File: src/rtl/spi_ram_cmd_ctrl_if.sv
// Command/response bundle between the SPI slave, spi_ram_cmd_ctrl and reg_file.
// Signal names follow the controller's view: i_* flow into it, o_* flow out of it.
interface spi_ram_cmd_ctrl_if #(
    parameter int DATA_WIDTH   = 8,
    parameter int ADDRESS_SIZE = 8
);
    logic [DATA_WIDTH+1:0]   i_rx_data;
    logic                    i_rx_valid;
    logic [ADDRESS_SIZE-1:0] o_address;
    logic [DATA_WIDTH-1:0]   o_data;
    logic                    o_wr_en;
    logic [DATA_WIDTH-1:0]   i_rd_data;
    logic [DATA_WIDTH-1:0]   o_tx_data;
    logic                    o_tx_valid;
    logic                    o_busy;
    logic                    o_drop;

    modport slave (
        input  i_rx_data, i_rx_valid, i_rd_data,
        output o_address, o_data, o_wr_en, o_tx_data, o_tx_valid, o_busy, o_drop
    );

    modport master (
        output i_rx_data, i_rx_valid, i_rd_data,
        input  o_address, o_data, o_wr_en, o_tx_data, o_tx_valid, o_busy, o_drop
    );
endinterface

File: src/rtl/spi_ram_cmd_ctrl.sv
// Decodes opcode frames from the SPI slave into reg_file writes/reads with separate
// auto-incrementing write and read pointers; every output is registered.
module spi_ram_cmd_ctrl #(
    parameter int DATA_WIDTH   = 8,
    parameter int ADDRESS_SIZE = 8,
    parameter int AUTO_INC     = 1
) (
    input  logic              i_clk,
    input  logic              i_rst,
    spi_ram_cmd_ctrl_if.slave bus
);
    localparam logic [1:0] IDLE  = 2'd0;
    localparam logic [1:0] WRITE = 2'd1;
    localparam logic [1:0] READ  = 2'd2;
    localparam logic [1:0] RESP  = 2'd3;

    localparam logic [1:0] OP_WR_ADDR = 2'b00;
    localparam logic [1:0] OP_WR_DATA = 2'b01;
    localparam logic [1:0] OP_RD_ADDR = 2'b10;
    localparam logic [1:0] OP_RD_DATA = 2'b11;

    localparam logic [ADDRESS_SIZE-1:0] PTR_STEP = (AUTO_INC != 0) ? ADDRESS_SIZE'(1) : '0;

    logic [1:0]              state_q,   state_d;
    logic [ADDRESS_SIZE-1:0] wr_ptr_q,  wr_ptr_d;
    logic [ADDRESS_SIZE-1:0] rd_ptr_q,  rd_ptr_d;
    logic [DATA_WIDTH-1:0]   payload_q, payload_d;
    logic [ADDRESS_SIZE-1:0] addr_q,    addr_d;
    logic                    wr_en_q,   wr_en_d;
    logic [DATA_WIDTH-1:0]   tx_data_q, tx_data_d;
    logic                    tx_valid_q, tx_valid_d;
    logic                    busy_q,    busy_d;
    logic                    drop_q,    drop_d;

    logic [1:0]              opcode;
    logic [DATA_WIDTH-1:0]   rx_payload;

    assign opcode     = bus.i_rx_data[DATA_WIDTH+1:DATA_WIDTH];
    assign rx_payload = bus.i_rx_data[DATA_WIDTH-1:0];

    always_comb begin
        state_d   = state_q;
        wr_ptr_d  = wr_ptr_q;
        rd_ptr_d  = rd_ptr_q;
        payload_d = payload_q;
        tx_data_d = tx_data_q;
        drop_d    = bus.i_rx_valid && (state_q != IDLE);

        case (state_q)
            IDLE: begin
                if (bus.i_rx_valid) begin
                    case (opcode)
                        OP_WR_ADDR: wr_ptr_d = rx_payload[ADDRESS_SIZE-1:0];
                        OP_RD_ADDR: rd_ptr_d = rx_payload[ADDRESS_SIZE-1:0];
                        OP_WR_DATA: begin
                            payload_d = rx_payload;
                            state_d   = WRITE;
                        end
                        default:    state_d = READ;
                    endcase
                end
            end
            WRITE: begin
                wr_ptr_d = wr_ptr_q + PTR_STEP;
                state_d  = IDLE;
            end
            READ: begin
                tx_data_d = bus.i_rd_data;
                rd_ptr_d  = rd_ptr_q + PTR_STEP;
                state_d   = RESP;
            end
            default: state_d = IDLE;
        endcase

        // Outputs are registered from next-state values so they line up with the state they describe.
        addr_d     = (state_d == WRITE) ? wr_ptr_d : rd_ptr_d;
        wr_en_d    = (state_d == WRITE);
        tx_valid_d = (state_d == RESP);
        busy_d     = (state_d != IDLE);
    end

    always_ff @(posedge i_clk) begin
        if (i_rst) begin
            state_q    <= IDLE;
            wr_ptr_q   <= '0;
            rd_ptr_q   <= '0;
            payload_q  <= '0;
            addr_q     <= '0;
            wr_en_q    <= 1'b0;
            tx_data_q  <= '0;
            tx_valid_q <= 1'b0;
            busy_q     <= 1'b0;
            drop_q     <= 1'b0;
        end else begin
            state_q    <= state_d;
            wr_ptr_q   <= wr_ptr_d;
            rd_ptr_q   <= rd_ptr_d;
            payload_q  <= payload_d;
            addr_q     <= addr_d;
            wr_en_q    <= wr_en_d;
            tx_data_q  <= tx_data_d;
            tx_valid_q <= tx_valid_d;
            busy_q     <= busy_d;
            drop_q     <= drop_d;
        end
    end

    assign bus.o_address  = addr_q;
    assign bus.o_data     = payload_q;
    assign bus.o_wr_en    = wr_en_q;
    assign bus.o_tx_data  = tx_data_q;
    assign bus.o_tx_valid = tx_valid_q;
    assign bus.o_busy     = busy_q;
    assign bus.o_drop     = drop_q;
endmodule
File: src/flat_wrapper.sv
// flat-port wrapper written by rule: the top's interface ports become plain ports
module spi_ram_cmd_ctrl_flat 
#(
    parameter int DATA_WIDTH   = 8,
    parameter int ADDRESS_SIZE = 8,
    parameter int AUTO_INC     = 1
)
  (i_clk, i_rst, bus_i_rx_data, bus_i_rx_valid, bus_i_rd_data, bus_o_address, bus_o_data, bus_o_wr_en, bus_o_tx_data, bus_o_tx_valid, bus_o_busy, bus_o_drop);
  spi_ram_cmd_ctrl_if #(.DATA_WIDTH(DATA_WIDTH), .ADDRESS_SIZE(ADDRESS_SIZE)) bus_i ();
  input  logic i_clk;
  input  logic i_rst;
  input wire logic [$bits(bus_i.i_rx_data)-1:0] bus_i_rx_data;
  input wire logic [$bits(bus_i.i_rx_valid)-1:0] bus_i_rx_valid;
  input wire logic [$bits(bus_i.i_rd_data)-1:0] bus_i_rd_data;
  output wire logic [$bits(bus_i.o_address)-1:0] bus_o_address;
  output wire logic [$bits(bus_i.o_data)-1:0] bus_o_data;
  output wire logic [$bits(bus_i.o_wr_en)-1:0] bus_o_wr_en;
  output wire logic [$bits(bus_i.o_tx_data)-1:0] bus_o_tx_data;
  output wire logic [$bits(bus_i.o_tx_valid)-1:0] bus_o_tx_valid;
  output wire logic [$bits(bus_i.o_busy)-1:0] bus_o_busy;
  output wire logic [$bits(bus_i.o_drop)-1:0] bus_o_drop;
  assign bus_i.i_rx_data = bus_i_rx_data;
  assign bus_i.i_rx_valid = bus_i_rx_valid;
  assign bus_i.i_rd_data = bus_i_rd_data;
  assign bus_o_address = bus_i.o_address;
  assign bus_o_data = bus_i.o_data;
  assign bus_o_wr_en = bus_i.o_wr_en;
  assign bus_o_tx_data = bus_i.o_tx_data;
  assign bus_o_tx_valid = bus_i.o_tx_valid;
  assign bus_o_busy = bus_i.o_busy;
  assign bus_o_drop = bus_i.o_drop;
  spi_ram_cmd_ctrl #(.DATA_WIDTH(DATA_WIDTH), .ADDRESS_SIZE(ADDRESS_SIZE), .AUTO_INC(AUTO_INC)) u_core (.i_clk(i_clk), .i_rst(i_rst), .bus(bus_i));
endmodule
File: config.mk
export PLATFORM = sky130hd
export DESIGN_NAME = spi_ram_cmd_ctrl_flat
export DESIGN_NICKNAME = d
export VERILOG_FILES = /design/src/rtl/spi_ram_cmd_ctrl_if.sv /design/src/rtl/spi_ram_cmd_ctrl.sv /design/src/flat_wrapper.sv
export SDC_FILE = /design/constraint.sdc
export NUM_CORES = 1
export LEC_CHECK = 0
export ABC_AREA = 1
export CAP_MARGIN = 20
export CORE_UTILIZATION = 50
export CTS_BUF_LIST = sky130_fd_sc_hd__clkbuf_4
export DETAILED_ROUTE_END_ITERATION = 7
export PLACE_DENSITY = 0.75
export SYNTH_ARGS = -nofsm -noshare
export SYNTH_HDL_FRONTEND = slang
export SYNTH_SLANG_ARGS = --single-unit
File: constraint.sdc
create_clock -name i_clk -period 3.7 [get_ports i_clk]
set_input_delay 0.555 -clock i_clk [delete_from_list [all_inputs] [get_ports i_clk]]
set_output_delay 0.555 -clock i_clk [all_outputs]
set_load 0.01 [all_outputs]
# [After elaboration in Yosys (flattened, before gate mapping)]
# Index checks and enable logic that the tools add are counted.
# W data, S select, Z words.
[word_totals] register_bits=46 input_bits=21 output_inout_bits=28
[classes] addsub=2 n_eq_ne=6 n_mux=10 reduce_logical=7
[op_table] op="$mux W8" n=5
[op_table] op="$pmux W8 S2" n=2
[op_table] op="$add A8 B1 Y8 const B" n=2
[op_table] op="$pmux W2 S2" n=2
[op_table] op="$eq A2 B1 Y1 const B" n=3
[op_table] op="$eq A2 B2 Y1 const B" n=3
[op_table] op="$logic_not A2 Y1" n=2
[op_table] op="$reduce_bool A2 Y1" n=2
[op_table] op="$reduce_and A3 Y1" n=1
[op_table] op="$mux W2" n=1
[op_table] op="$reduce_or A2 Y1" n=1
[op_table] op="$logic_and A1 B1 Y1" n=1

# [Longest topological paths before layout]
# Gate-level depths: netlist of run 1.
[depth] word_depth=7 mapped_depth=10 ltp_nobuf=10

# [Worst setup path before layout of run 1]
# No wires, ideal clock.
[synth_timing] path_kind="input port to flip-flop" start="in bus_i_rx_valid" end="reg u_core.addr_q[5] (netlist: u_core.bus.o_address[5])" setup_time_ns=0.109 arrival_time_ns=1.384 required_ns=3.591 path_slack_ns=2.207 path_stages=9 path_buffers=2 cell_sequence="buf_2 > nand2_1 > nor2_1 > nand2_2 > inv_2 > buf_4 > nand3_1 > nand2_1 > inv_1"
[synth_via] elab_chain_len=4 word_cells_on_any_way=8
[synth_lines] item="start: declaration" line="flat_wrapper.sv:13" source="input wire logic [$bits(bus_i.i_rx_valid)-1:0] bus_i_rx_valid;"
[synth_lines] item="$mux W2" line="spi_ram_cmd_ctrl.sv:51" source="if (bus.i_rx_valid) begin"
[synth_lines] item="$pmux W2 S2" line="spi_ram_cmd_ctrl.sv:49" source="case (state_q)"
[synth_lines] item="$eq A2 B1 Y1" line="spi_ram_cmd_ctrl.sv:76" source="addr_d = (state_d == WRITE) ? wr_ptr_d : rd_ptr_d;"
[synth_lines] item="$mux W8 (*)" line="spi_ram_cmd_ctrl.sv:76"
[synth_lines] item="end signal: assignment" line="spi_ram_cmd_ctrl.sv:99" source="addr_q <= addr_d;"
[synth_lines] item="end: declaration" line="spi_ram_cmd_ctrl.sv:28" source="logic [ADDRESS_SIZE-1:0] addr_q, addr_d;"
# Mark *: on every way between the ends. The rest lies on a longest branch, timed or not.
# A chain may end at the register's enable or synchronous reset.

==> results of run 1 <==
[per-layer routing]
| layer | up-vias | routed length, um | track usage [%] |
|---|---|---|---|
| met4 | 0 | 82 | 8.16 |
| met2 | 101 | 2630 | 40.8 |
| met3 | 9 | 485 | 5.52 |
| met1 | 1018 | 2510 | 33.8 |
| met5 | - | 0 | 0 |
| li1 | 1175 | - | - |
[cell families (layout without fill, tap and decap cells)]
family | Yosys count | count (layout)
compound gates | 46 | 46
flops | 46 | 46
fa+ha+maj | 2 | 2
simple gates | 179 | 179
buf+inv | 64 | 110
xor+xnor | 1 | 1
[state kept, by name, summed over array words and instances, names as in the netlist]
signal                 flops
u_core.state_q             2
u_core.bus.o_tx_data       8
u_core.bus.o_address       8
u_core.bus.o_busy          1
u_core.rd_ptr_q            8
u_core.wr_ptr_q            8
u_core.bus.o_wr_en         1
u_core.bus.o_data          8
u_core.bus.o_drop          1
u_core.bus.o_tx_valid      1
[power breakdown]
| group | leakage, uW | switching, uW | internal (uW) |
|---|---|---|---|
| Combinational | 0.000943 | 107 | 87.6 |
| Clock | 0.0000374 | 171 | 142 |
| Sequential | 0.000376 | 26.0 | 528 |
[tightest hold or removal path, stage by stage, from the launching register on]
cell	delay, ns
dfxtp_1	0.35
o21ai_0	0.08
nor2_1	0.08
[final timing paths]
path	start	endpoint	slack [ns]	depth (start not counted)
setup / recovery	i_rst	u_core.bus.o_address[6]	1.55	6
hold / removal	u_core.bus.o_tx_data[7]	u_core.bus.o_tx_data[7]	0.54	2
setup reg to reg	u_core.state_q[0]	u_core.bus.o_address[6]	1.58	7
hold reg to reg	u_core.bus.o_tx_data[7]	u_core.bus.o_tx_data[7]	0.54	2
[cell type report]
| type | instances | area share, % |
|---|---|---|
| Multi-Input combinational cell | 228 | 37.9 |
| Clock buffer | 5 | 1.33 |
| Sequential cell | 46 | 32.6 |
| Timing Repair Buffer | 48 | 17.0 |
| Inverter | 54 | 7.27 |
| Tap cell | 52 | 2.30 |
| Clock inverter | 3 | 1.60 |
[layout by cell type (no fill, tap or decap)]
cell type        count
clkbuf_4             5
clkdlybuf4s50_1     48
nor3_1               1
nand2_2              2
o21ai_0             22
nand2_1             77
nor2_8               1
dfxtp_1             46
nand4_1              9
clkinvlp_4           2
a21oi_1             22
inv_4                1
nor2_2               2
inv_1               50
xor2_1               1
inv_2                3
o21ai_1              1
nand3_1             53
nor2_1              32
a31oi_1              1
nor2_4               2
ha_1                 2
bufinv_16            1
[through the flow]
step | instances | setup WS, ns
after floorplan | 338 | 2.21
after global placement | 428 | 1.24
after detailed placement | 428 | 1.14
after CTS | 436 | 1.57
after global routing | 436 | 1.35
final | 436 | 1.55
==> flow_summary.ini, run 1 <==
[status]
status = complete, no violations

[finish]
seqCellArea_um2 = 921
antennaDiodeCount = 0
final_util_pct = 64.8
layout.nets = 406
multi_input_area_um2 = 1070
area_growth_pct = 24.7
fill_cells = 406
drive_gt1_share_pct = 4.95
final_area_um2 = 2820

[drt]
firstDrtPassIters = 4
drt-initial-drc-count = 181
via_per_inst = 5.28
drc = 0
wl_per_cell_um = 13.1
antenna_left = 0
routed_wl_um = 5710
vias = 2303

[logic_synthesis]
syn_nets = 361
synthXorXnorAreaFrac_pct = 0.387
synth.largest_area_cell = dfxtp_1
post_synth_fa_ha_maj_area_fraction_pct = 1.11
seq_area_frac_synth_pct = 40.7
syn_inst = 338
synth_area_leaders = dfxtp_1, nand2_1, nand3_1
async_flop_share_pct = 0
synthTopCellsByCount = nand2_1, nand3_1, inv_1
netlist_area_um2 = 2260
synth_most_common_cell = nand2_1
synth_edf_count = 0
synth_top_family_by_area = simple AND/OR/NAND/NOR gates
ys_seq_elements = 46
avgSynthCellArea_um2 = 6.70
synth_cell_types = 23
synth-compound-area-share_pct = 10.2
synth_mux_area_share_pct = 0
synth-main-ff-cell = dfxtp_1
yosysWarnings = 0
yosys.area_share.simple_pct = 35.5
synth_top_area_share_pct = 40.7

[sta]
holdWs_ns = 0.537
worst_pin_slew_ns = 0.748
rsz0062_at_grt = false
setup_violations = 0
fmax_mhz = 466
relSlewSlack_pct = 50.1
finalMaxSlewViolations = 0
finalCriticalPeriod_ns = 2.15
fin_worst_skew_ns = 0.0110
finalCritPeriodShare_pct = 58.0
finalHoldViolCount = 0
setup_tns_ns = 0

[clocking]
hold_buffers = 0
clk_pin_slew_ns = 0.15
cts_resized = 0
clock_latency_ns = 0.37
clock_path_buffers = 2
cts_buffers = 5
tritoncts = done
cts_max_level = 2
cts_sinks = 46
root_buffer = clkbuf_4
cts_setup_buffers = 0

[global_route]
antenna_found_initial = 0
grt_pass1_vias = 2053
grt_max_degree = 26
grt_usage_pct = 25.3
overflow = 0
grt_pass1_wl_um = 9620

[place]
dp_hpwl_um = 4250
dpl_cell_area_um2 = 2740
port_buffers = 48
gp_congestion = 0.862

[critical_path]
critPathRequiredTime_ns = 3.99
slowest_stage = clkdlybuf4s50_1
path_buf_inv = 3
crit_chain = clkdlybuf4s50_1 > inv_1 > nand2_2 > nand3_1 > nand2_1 > inv_1
end_kind = flop
crit_arrival_ns = 2.44
path_common_cell = inv_1
startpoint_type = input pin
path_delay_family = buffers and inverters
slowest_delay_ns = 0.83
worst-setup-path-type = input pin to flop
worstPathMaxFanout = 25

[worst_hold_path]
hp-class = flop to flop

[floorplan]
fp.dieH_um = 69.3
rows = 24
die_area_um2 = 4800
start_util_pct = 52.0
pin_count = 49
coreArea_um2 = 4350
die_x_um = 69.3

[pwr]
power_leakage_uw = 0.00136
power_uw = 1060
worst_ir_drop_vdd_mv = 0.266
power.density_nw_per_um2 = 376

[flow_run]
max_cap_violations = 0
(Power assumes the default switching activity.)
==> run 2, diff against run 1 <==
--- a/config.mk
+++ b/config.mk
@@ -7,10 +7,10 @@
 export LEC_CHECK = 0
 export ABC_AREA = 1
 export CAP_MARGIN = 20
-export CORE_UTILIZATION = 50
+export CORE_UTILIZATION = 47
 export CTS_BUF_LIST = sky130_fd_sc_hd__clkbuf_4
 export DETAILED_ROUTE_END_ITERATION = 7
-export PLACE_DENSITY = 0.75
+export PLACE_DENSITY = 0.74
 export SYNTH_ARGS = -nofsm -noshare
 export SYNTH_HDL_FRONTEND = slang
 export SYNTH_SLANG_ARGS = --single-unit
==> constraint.sdc (replaced) <==
create_clock -name i_clk -period 1.79 [get_ports i_clk]
set_input_delay 0.2685 -clock i_clk [delete_from_list [all_inputs] [get_ports i_clk]]
set_output_delay 0.2685 -clock i_clk [all_outputs]
set_load 0.01 [all_outputs]
==> run 2 against run 1 <==
The run now ends with design-rule violations left. Global-route usage is 0.12 points lower. Cell area grew 3.1%. Clock skew rose by 0.0035 ns. Power grew 97%. Clock-buffer cell count stayed put. Register-to-register slack got worse by 1.3 ns. Sequential share of layout area decreased by 1.0 points. First-iteration DRC count decreased by 23%. Critical path depth is 5 lower. Flip-flop and latch count unchanged. Clock power is 64% higher. Critical path type is now flop to primary output.
==> flow_summary.ini, run 2 (synthesized netlist as in run 1, its figures left out) <==
[status]
status = complete, but fails checks
violations = design-rule violations

[critical_path]
slowest_delay_ns = 0.55
slowest_stage = clkdlybuf4s50_1
critPathRequiredTime_ns = 1.52
worstPathMaxFanout = 2
path_buf_inv = 1
startpoint_type = flop
path_delay_family = buffers and inverters
end_kind = primary output
worst-setup-path-type = flop to primary output
worst-path-stages = 1
r2r_cells = 8
crit_arrival_ns = 1.28
crit_chain = clkdlybuf4s50_1

[worst_hold_path]
hold_path_depth = 3
hp-class = input pin to flop

[sta]
finalMaxSlewViolations = 0
fmax_mhz = 644
rsz0062_at_grt = false
finalCriticalPeriod_ns = 1.55
finalCritPeriodShare_pct = 86.7
setup_violations = 0
worst_slack_ns = 0.238
setup_tns_ns = 0
fin_worst_skew_ns = 0.0144
finalHoldViolCount = 0
worst_pin_slew_ns = 0.342
relSlewSlack_pct = 77.1

[finish]
final_common_cell = nand2_1
antennaDiodeCount = 0
area_growth_pct = 28.6
final_cell_mix = nand2_1, nand3_1, inv_1
layout.nets = 421
drive_gt1_share_pct = 8.52

[floorplan]
rows = 24
coreArea_um2 = 4500
die_x_um = 71.4
start_util_pct = 50.3
fp.dieH_um = 71.4
die_area_um2 = 5100
pin_count = 49

[flow_run]
max_cap_violations = 0

[pwr]
power_leakage_uw = 0.00142
power.density_nw_per_um2 = 717
worst_ir_drop_vdd_mv = 0.601

[drt]
firstDrtPassIters = 7
wl_per_cell_um = 13.1
drc = 4
antenna_left = 0
vias = 2361
via_per_inst = 5.24
routed_wl_um = 5920
drt-initial-drc-count = 140

[clocking]
cts_max_level = 2
clock_latency_ns = 0.38
clock_path_buffers = 2
cts_sinks = 46
cts_buffers = 5
cts_resized = 0
tritoncts = done
clk_pin_slew_ns = 0.14
hold_buffers = 0
cts_setup_buffers = 0
root_buffer = clkbuf_4

[place]
port_buffers = 48
gp_congestion = 0.913
dp_hpwl_um = 4550
pre_cts_slack_ns = -0.0747

[global_route]
grt_pass1_wl_um = 9900
grt_pass1_vias = 2228
grt_max_degree = 17
overflow = 0
grt_usage_pct = 25.2
antenna_found_initial = 0
## run 2: cell count changes in the layout (fill, tap and decap cells not counted), sizes merged
| cell | delta |
|---|---|
| buf | +15 |
| clkinvlp | -1 |
| clkinv | +2 |
| bufinv | -1 |
## run 2: worst reg2reg max path, delay by kind of cell (launching register included)
kind / cells / cell delay [ns]
buffers and inverters: 2 / 0.22
DFF: 1 / 0.55
and+or+nand+nor: 5 / 0.53
AOI/OAI and AO/OA: 1 / 0.16
## run 2: worst paths after layout
| check | startpoint | end | slack (ns) |
|---|---|---|---|
| setup / recovery | u_core.bus.o_tx_data[1] | bus_o_tx_data[1] | 0.24 |
| hold / removal | bus_i_rd_data[3] | u_core.bus.o_tx_data[3] | 0.46 |
| setup reg to reg | u_core.state_q[0] | u_core.bus.o_address[5] | 0.24 |
| hold reg to reg | u_core.bus.o_tx_data[0] | u_core.bus.o_tx_data[0] | 0.54 |
## run 2: report_power, final
group | leakage [uW] | switching, uW | internal [uW]
logic | 0.00102 | 230 | 204
registers | 0.000376 | 49.8 | 1090
clock network | 0.0000312 | 359 | 153
total | 0.00142 | 638 | 1450
## run 2: through the flow
| stage | utilization [%] | power, uW | instances | hold WS (ns) | cell area, um2 |
|---|---|---|---|---|---|
| global placement | 63.3 | 1590 | 443 | 0.492 | 2850 |
| CTS | 64.6 | 2100 | 451 | 0.443 | 2910 |
| detailed placement | 63.3 | 1590 | 443 | 0.502 | 2850 |
| finish | 64.6 | 2090 | 451 | 0.459 | 2910 |
| floorplan | - | 1390 | 338 | 0.344 | 2260 |
| global route | 64.6 | 2200 | 451 | 0.463 | 2910 |
## run 2: final cells by class
cell class | count | area (um2)
Fill cell | 437 | 1590
Multi-Input combinational cell | 228 | 1070
Clock inverter | 3 | 21.3
Sequential cell | 46 | 921
Timing Repair Buffer | 63 | 593
Clock buffer | 5 | 37.5
Tap cell | 52 | 65.1
Inverter | 54 | 205
## run 2: layer usage
layer / global-route usage (%) / wire [um] / up-vias
met5: 0 / 0 / -
met4: 11.3 / 118 / 0
met3: 5.49 / 439 / 17
met2: 41.3 / 2740 / 95
met1: 31.9 / 2630 / 1046
li1: - / - / 1203
